$ cat src/rtl/multi_clk_gen.sv
// multi_clk_gen
//   Multi-channel programmable divided-clock / tick generator. Each of NCH
//   channels counts i_clk cycles up to its active limit; at every wrap the
//   channel phase toggles and a one-cycle tick is produced. The limit of the
//   addressed channel is adjusted by saturating inc/dec commands into a
//   pending register that is copied into the active limit only at a wrap, so
//   a half-period in progress always completes with the limit it started with.
//   A sync pulse restarts every channel at phase 0 with its pending limit.
//
// Parameters
//   NCH      number of channels (1..16)
//   SW       width of i_sel, 2**SW >= NCH
//   CW       counter / limit width
//   LIM_MIN  lowest limit (>= 1)
//   LIM_MAX  highest limit (< 2**CW)
//   LIM_INIT limit loaded by reset
//
// Ports
//   i_clk      system clock
//   i_reset_n  asynchronous active-low reset
//   i_sel      channel addressed by i_inc / i_dec / i_tog_en
//   i_inc      pulse: pending limit of selected channel +1 (saturating)
//   i_dec      pulse: pending limit of selected channel -1 (saturating)
//   i_tog_en   pulse: invert enable of selected channel
//   i_sync     pulse: restart all channels at phase 0
//   o_clk      divided clocks, gated by enable (flop outputs)
//   o_tick     one-cycle pulse per phase toggle, not gated (flop outputs)
//   o_en       per-channel enable (flop outputs)
//   o_lim_sel  pending limit of the selected channel, 0 if i_sel >= NCH
`timescale 1ns/1ps

module multi_clk_gen #(
  parameter int NCH      = 4,
  parameter int SW       = 2,
  parameter int CW       = 8,
  parameter int LIM_MIN  = 1,
  parameter int LIM_MAX  = 200,
  parameter int LIM_INIT = 1
) (
  input  logic           i_clk,
  input  logic           i_reset_n,
  input  logic [SW-1:0]  i_sel,
  input  logic           i_inc,
  input  logic           i_dec,
  input  logic           i_tog_en,
  input  logic           i_sync,
  output logic [NCH-1:0] o_clk,
  output logic [NCH-1:0] o_tick,
  output logic [NCH-1:0] o_en,
  output logic [CW-1:0]  o_lim_sel
);

  localparam logic [CW-1:0] LIM_MIN_C  = CW'(LIM_MIN);
  localparam logic [CW-1:0] LIM_MAX_C  = CW'(LIM_MAX);
  localparam logic [CW-1:0] LIM_INIT_C = CW'(LIM_INIT);
  localparam logic [CW-1:0] ONE_C      = CW'(1);

  // Saturating limit adjustment: never wraps past LIM_MAX / LIM_MIN.
  function automatic logic [CW-1:0] sat_inc(input logic [CW-1:0] v);
    logic [CW-1:0] r;
    r = v;
    if (v < LIM_MAX_C) r = v + ONE_C;
    return r;
  endfunction

  function automatic logic [CW-1:0] sat_dec(input logic [CW-1:0] v);
    logic [CW-1:0] r;
    r = v;
    if (v > LIM_MIN_C) r = v - ONE_C;
    return r;
  endfunction

  // Registered channel state
  logic [NCH-1:0][CW-1:0] cnt_p0;
  logic [NCH-1:0][CW-1:0] lim_act_p0;
  logic [NCH-1:0][CW-1:0] lim_pend_p0;
  logic [NCH-1:0]         phase_p0;
  logic [NCH-1:0]         en_p0;
  logic [NCH-1:0]         clk_p0;
  logic [NCH-1:0]         tick_p0;

  // Next-state values
  logic [NCH-1:0][CW-1:0] cnt_nxt;
  logic [NCH-1:0][CW-1:0] lim_act_nxt;
  logic [NCH-1:0][CW-1:0] lim_pend_nxt;
  logic [NCH-1:0]         phase_nxt;
  logic [NCH-1:0]         en_nxt;
  logic [NCH-1:0]         clk_nxt;
  logic [NCH-1:0]         tick_nxt;

  // Decoded, priority-resolved commands per channel
  logic [NCH-1:0]         inc_hit;
  logic [NCH-1:0]         dec_hit;
  logic [NCH-1:0]         tog_hit;
  logic [NCH-1:0]         wrap;

  // Command decode: inc beats dec beats toggle; an out-of-range i_sel
  // matches no channel, so its commands fall away.
  always_comb begin
    inc_hit = '0;
    dec_hit = '0;
    tog_hit = '0;
    for (int i = 0; i < NCH; i++) begin
      if (i_sel == SW'(i)) begin
        inc_hit[i] = i_inc;
        dec_hit[i] = ~i_inc & i_dec;
        tog_hit[i] = ~i_inc & ~i_dec & i_tog_en;
      end
    end
  end

  // Pending limit of the addressed channel; 0 when nothing is addressed.
  always_comb begin
    o_lim_sel = '0;
    for (int i = 0; i < NCH; i++) begin
      if (i_sel == SW'(i)) o_lim_sel = lim_pend_p0[i];
    end
  end

  always_comb begin
    cnt_nxt      = cnt_p0;
    lim_act_nxt  = lim_act_p0;
    lim_pend_nxt = lim_pend_p0;
    phase_nxt    = phase_p0;
    en_nxt       = en_p0;
    clk_nxt      = clk_p0;
    tick_nxt     = '0;
    wrap         = '0;
    for (int i = 0; i < NCH; i++) begin
      wrap[i] = (cnt_p0[i] == lim_act_p0[i]);

      if (inc_hit[i])      lim_pend_nxt[i] = sat_inc(lim_pend_p0[i]);
      else if (dec_hit[i]) lim_pend_nxt[i] = sat_dec(lim_pend_p0[i]);

      en_nxt[i] = en_p0[i] ^ tog_hit[i];

      if (i_sync) begin
        // Resync adopts the pending limit including an update made this
        // cycle, and suppresses the tick of a coincident wrap.
        cnt_nxt[i]     = '0;
        phase_nxt[i]   = 1'b0;
        lim_act_nxt[i] = lim_pend_nxt[i];
        tick_nxt[i]    = 1'b0;
      end else if (wrap[i]) begin
        // The active limit only changes here, while cnt restarts at 0, so
        // cnt can never be left above lim_act.
        cnt_nxt[i]     = '0;
        phase_nxt[i]   = ~phase_p0[i];
        lim_act_nxt[i] = lim_pend_p0[i];
        tick_nxt[i]    = 1'b1;
      end else begin
        cnt_nxt[i]     = cnt_p0[i] + ONE_C;
      end

      // Gating is folded into the flop input so o_clk is glitch-free.
      clk_nxt[i] = phase_nxt[i] & en_nxt[i];
    end
  end

  // State / output register stage
  always_ff @(posedge i_clk or negedge i_reset_n) begin
    if (!i_reset_n) begin
      cnt_p0      <= '0;
      lim_act_p0  <= {NCH{LIM_INIT_C}};
      lim_pend_p0 <= {NCH{LIM_INIT_C}};
      phase_p0    <= '0;
      en_p0       <= '0;
      clk_p0      <= '0;
      tick_p0     <= '0;
    end else begin
      cnt_p0      <= cnt_nxt;
      lim_act_p0  <= lim_act_nxt;
      lim_pend_p0 <= lim_pend_nxt;
      phase_p0    <= phase_nxt;
      en_p0       <= en_nxt;
      clk_p0      <= clk_nxt;
      tick_p0     <= tick_nxt;
    end
  end

  assign o_clk  = clk_p0;
  assign o_tick = tick_p0;
  assign o_en   = en_p0;

endmodule
$ cat config.mk
export PLATFORM = sky130hd
export DESIGN_NAME = multi_clk_gen
export DESIGN_NICKNAME = d
export VERILOG_FILES = /design/src/rtl/multi_clk_gen.sv
export SDC_FILE = /design/constraint.sdc
export NUM_CORES = 1
export LEC_CHECK = 0
export BUFFER_PORTS_ARGS = -buffer_cell sky130_fd_sc_hd__buf_4
export CAP_MARGIN = 20
export CORE_ASPECT_RATIO = 2
export CORE_UTILIZATION = 45
export CTS_CLUSTER_DIAMETER = 60
export CTS_CLUSTER_SIZE = 24
export DETAILED_ROUTE_END_ITERATION = 8
export GPL_TIMING_DRIVEN = 1
export PLACE_DENSITY = 0.65
export SYNTH_ARGS = -nofsm -noshare
export SYNTH_HDL_FRONTEND = slang
export SYNTH_SLANG_ARGS = --single-unit
$ cat constraint.sdc
create_clock -name i_clk -period 4 [get_ports i_clk]
set_input_delay 0 -clock i_clk [delete_from_list [all_inputs] [get_ports i_clk]]
set_output_delay 0 -clock i_clk [all_outputs]
set_load 0.01 [all_outputs]
---- Yosys cells after proc, flatten, opt, wreduce, memory -nomap -nowiden ----
Cells that the tools add are included.
storage, ports and cells
  output and inout port bits .............. 20
  input port bits ......................... 8
  logic and storage cells ................. 129
  bits in registers ....................... 112
operators by class
  muxes and demuxes ....................... 64
  bitwise logic cells ..................... 17
  equal/unequal tests ..................... 7
  reduce and logical (&&, ||, !) cells .... 5
  $add $sub $neg .......................... 12
  order comparisons ....................... 8
operators by type and width
  kind                                                            number
  two-way mux 8 bit                                               36
  adder 8 x 1 -> 8 bit (second input constant)                    8
  == test 8 bit                                                   4
  greater-than comparator 8 x 1 -> 1 bit (second input constant)  4
  < comparator 8 bit (second input constant)                      4
  subtractor 8 x 1 -> 8 bit (second input constant)               4
  two-way mux 1 bit                                               28
  nonzero test 2 bit                                              4
  AND 1 bit                                                       7
  inverter 1 bit                                                  6
  == test 2 bit (second input constant)                           2
  XOR 1 bit                                                       4
  == test 2 x 1 -> 1 bit (second input constant)                  1
  logical NOT 2 bit                                               1

---- Logic depth before layout (Yosys ltp) ----
  depth after elaboration ................. 6
  mapped depth ............................ 8
  mapped depth without buffers ............ 7

---- Least setup slack after synthesis ----
OpenSTA, ideal clock, no wires.
  path type ............................... register to register
  start ................................... register lim_pend_p0[8] (netlist bit)
  end ..................................... register lim_act_p0[11] (netlist bit)
  clock period less this slack ............ 2.315 ns
  setup slack ............................. 1.685 ns
  arrival time ............................ 2.193 ns
  cell stages (with the launch flop) ...... 9
  library setup time ...................... 0.123 ns
  data required time ...................... 3.877 ns
  path through ............................ dfstp_2 > clkbuf_1 > inv_1 > ha_1 > nor2_1 > nor4_2 > o32ai_1 > and3_1 > nor3_1
on the way
  word-level cells in the longest chain between the ends .. 5
  elaborated cells between the ends (all ways) .. 9
RTL lines
  element                                                                              line  source
  start, declared                                                                      76    logic [NCH-1:0][CW-1:0] lim_pend_p0;
  start signal, assigned                                                               165   lim_pend_p0 <= {NCH{LIM_INIT_C}};
  start signal, assigned                                                               173   lim_pend_p0 <= lim_pend_nxt;
  subtractor 8 x 1 -> 8 bit or greater-than comparator 8 x 1 -> 1 bit (tied branches)  69    if (v > LIM_MIN_C) r = v - ONE_C;
  two-way mux 8 bit                                                                    69
  two-way mux 8 bit                                                                    133   else if (dec_hit[i]) lim_pend_nxt[i] = sat_dec(lim_pend_p0[i]);
  two-way mux 8 bit (*)                                                                132   if (inc_hit[i]) lim_pend_nxt[i] = sat_inc(lim_pend_p0[i]);
  two-way mux 8 bit (*)                                                                137   if (i_sync) begin
  end signal, assigned                                                                 164   lim_act_p0 <= {NCH{LIM_INIT_C}};
  end signal, assigned                                                                 172   lim_act_p0 <= lim_act_nxt;
  end, declared                                                                        75    logic [NCH-1:0][CW-1:0] lim_act_p0;
Mark *: on every way between the ends. The rest lies on a longest branch, timed or not.
A chain may end at the register's enable or synchronous reset.

---- Worst setup path after layout ----
Same ends and word-level chain as after synthesis.

==> results.toml <==
[synth]
synth_nets = 710
syn_area_um2 = 6730
synth_ff_type = "dfrtp_1"
yosys_warnings = 0
synthArstFlopShare = 1.00
synth_area_leader_cell = "dfrtp_1"
avgSynthCellArea_um2 = 9.82
synth_top_cells_by_area = "dfrtp_1 (39%), xnor2_1 (5.6%), xor2_1 (5.3%)"
yosysSeqAreaShare = 0.418
synthCells = 686
ys_seq_elements = 112
netlist.area_leader.share = 0.386
synth_cell_types = 72
synth-edff-count = 0

[routing]
vias_per_cell = 6.10
ant_nets = 0
wl_per_cell_um = 19.2
drt_pass1_iterations = 5
wl_um = 17100
vias = 5404
route.detailed.drc = 0
drt_iter0_drc = 345
wl_met3_um = 566
wl_met1_um = 6500
top_layer = "met4"
met2_length_um = 9270

[cells_and_area]
final_util = 0.506
seqCellArea_um2 = 2810
multi_input_area_um2 = 3660
fillers = 1396
syn_to_final_growth_pct = 8.99
layout-drive-gt1-share = 0.133
fin_nets = 713
antenna_cells = 0
final_cells = 886

[run]
drv_cap = 0

[critical_path]
crit_required_ns = 4.24
arrival_ns = 2.73
worst_setup_path_end_kind = "flop"
worstPathMaxFanout = 11
path_class = "flop to flop"
worstPathCellList = "inv_1, ha_1, nor2_1, nor4_2, o32ai_1, and3_1, nor3_1"
cpPeakStageDelay_ns = 0.66
critPathSlowestCell = "dfstp_2"
worstSetupStartpointType = "flop"

[global_route]
grt_overflow = 0
grt_usage = 0.233
grt_pass1_wl_um = 27700
antenna_found_initial = 0
grt_max_degree = 73
grt_pass1_vias = 5586

[placed_design]
dp_slack_ns = 1.55
place_congestion = 0.894
dpl.hpwl_um = 12500
port_buffers = 27
dp_cells = 869

[clock_network]
numCtsBuffers = 9
ctsHtreeMaxLevel = 3
cts_sinks = 112
clk_pin_slew_ns = 0.07
cts_tree = "built"
post_cts_buffers = 0
clk_latency_ns = 0.36
post_cts_resized = 0
cts_buffer_depth = 2
cts_root_buffer = "clkbuf_16"
hold_buffers = 1

[sta]
final-setup-viol-count = 0
maxSlewHeadroom = 0.374
fin_crit_sh = 0.623
hold_violations = 0
rsz0062_at_grt = "no"
finalCriticalPeriod_ns = 2.49
worst_pin_slew_ns = 0.940
finClkSkew_ns = 0.0124
slew_violations = 0
setup_ws_ns = 1.51
fin_setup_tns_ns = 0
max_freq_mhz = 401

[die]
die_h_um = 175
die_x_um = 88.5
fp-row-count = 62
start_util = 0.464
ios = 28
die-area_um2 = 15500
core_um2 = 14500

[power]
powerDensity_nw_per_um2 = 618
ir_worst_vdd_mv = 0.291
power_leakage_uw = 0.00311

[run_status]
status = "completed"

[min_path]
hp-class = "input port to flop"
## where the power goes
| part | internal (uW) | switching (uW) |
|---|---|---|
| sequential | 1470 | 615 |
| combinational | 748 | 795 |
| clock | 503 | 409 |
## sequential cells by signal, summed over array words and instances, names as in the netlist
name,flops
o_clk,4
lim_act_p0,32
phase_p0,4
o_tick,4
lim_pend_p0,32
o_en,4
cnt_p0,32
## kinds of logic (layout without fill, tap and decap cells)
family / after synthesis / after routing / share of synthesized area
buf+inv: 64 / 72 / 0.0392
flops: 112 / 112 / 0.418
compound gates: 126 / 126 / 0.137
mux: 29 / 29 / 0.0608
xor+xnor: 84 / 84 / 0.109
fa+ha+maj: 16 / 16 / 0.0297
simple gates: 255 / 255 / 0.206
## final cells by class
| cell class | count | share of cell area |
|---|---|---|
| clock buffers | 13 | 0.0341 |
| repair buffers | 33 | 0.0341 |
| multi-input cells | 510 | 0.498 |
| well taps | 192 | 0.0327 |
| clock inverters | 3 | 0.00580 |
| inverters | 23 | 0.0118 |
| flip-flops and latches | 112 | 0.383 |
## cells in the final DEF, fill, tap and decap left out, drive strengths merged, types with 13 or more instances in the layout
| cell | count |
|---|---|
| ha | 16 |
| o21ai | 25 |
| dfrtp | 104 |
| and3 | 25 |
| inv | 23 |
| clkbuf | 13 |
| nand3 | 54 |
| buf | 32 |
| xnor2 | 43 |
| nand4 | 17 |
| nand2 | 31 |
| xor2 | 41 |
| mux2 | 15 |
| a21oi | 14 |
| nor3 | 19 |
| nor2 | 54 |
## synth_stat cells (3+ instances only)
| cell type | instances |
|---|---|
| a21boi_0 | 3 |
| xnor2_1 | 43 |
| dfstp_2 | 8 |
| and3_1 | 25 |
| buf_2 | 6 |
| xor2_1 | 41 |
| o32ai_1 | 3 |
| a22o_1 | 4 |
| nand4_1 | 17 |
| nand3_1 | 54 |
| o211ai_1 | 6 |
| mux4_2 | 8 |
| dfrtp_1 | 104 |
| nor4_1 | 7 |
| o22ai_1 | 11 |
| o221a_2 | 4 |
| or3_1 | 4 |
| o41a_1 | 3 |
| a21o_1 | 6 |
| ha_1 | 16 |
| o21a_1 | 7 |
| clkbuf_1 | 29 |
| a21oi_1 | 14 |
| a32oi_1 | 3 |
| o21ai_0 | 20 |
| nand2_1 | 31 |
| a31oi_1 | 7 |
| inv_1 | 23 |
| and2_1 | 3 |
| nor3_1 | 19 |
| o31ai_1 | 5 |
| and4_1 | 8 |
| nand2b_1 | 5 |
| mux2_2 | 15 |
| nor3b_1 | 4 |
| buf_1 | 3 |
| nor2_1 | 54 |
| or2_2 | 4 |
| o21ai_1 | 5 |
| nand3b_1 | 4 |
| mux2i_1 | 6 |
## through the flow
stage	total power, uW	cell area, um2	hold WS (ns)
3_5_place_dp	3620	7040	0.203
5_1_grt	4830	7340	0.0999
2_1_floorplan	3110	6730	-0.296
4_1_cts	4550	7340	0.0913
3_3_place_gp	3600	7040	0.182
6_report	4540	7340	0.0869
## worst paths after layout
check                      slack [ns]      startpoint             end  cells after the start
max                              1.51  lim_pend_p0[8]  lim_act_p0[11]                      7
min                              0.09          i_sync     phase_p0[0]                      2
max reg2reg                      1.51  lim_pend_p0[8]  lim_act_p0[11]                      7
min reg2reg                      0.52         o_en[2]         o_en[2]                      1
max in group asynchronous        2.58       i_reset_n   lim_act_p0[8]                      3
min in group asynchronous        0.34       i_reset_n   lim_act_p0[6]                      2
## critical path: cells and delay by family (launching register included)
kind	cells	cell delay, ns
AOI/OAI and AO/OA	1	0.50
adders and majority gates	1	0.25
buffers and inverters	1	0.09
DFF	1	0.66
and+or+nand+nor	4	0.88
## metal layers
layer,up-vias,global-route usage
met2,157,0.422
met1,2686,0.248
met4,0,0.138
met3,49,0.0312
li1,2512,-
met5,-,0
Note: power is estimated with default switching activity, not from simulation.
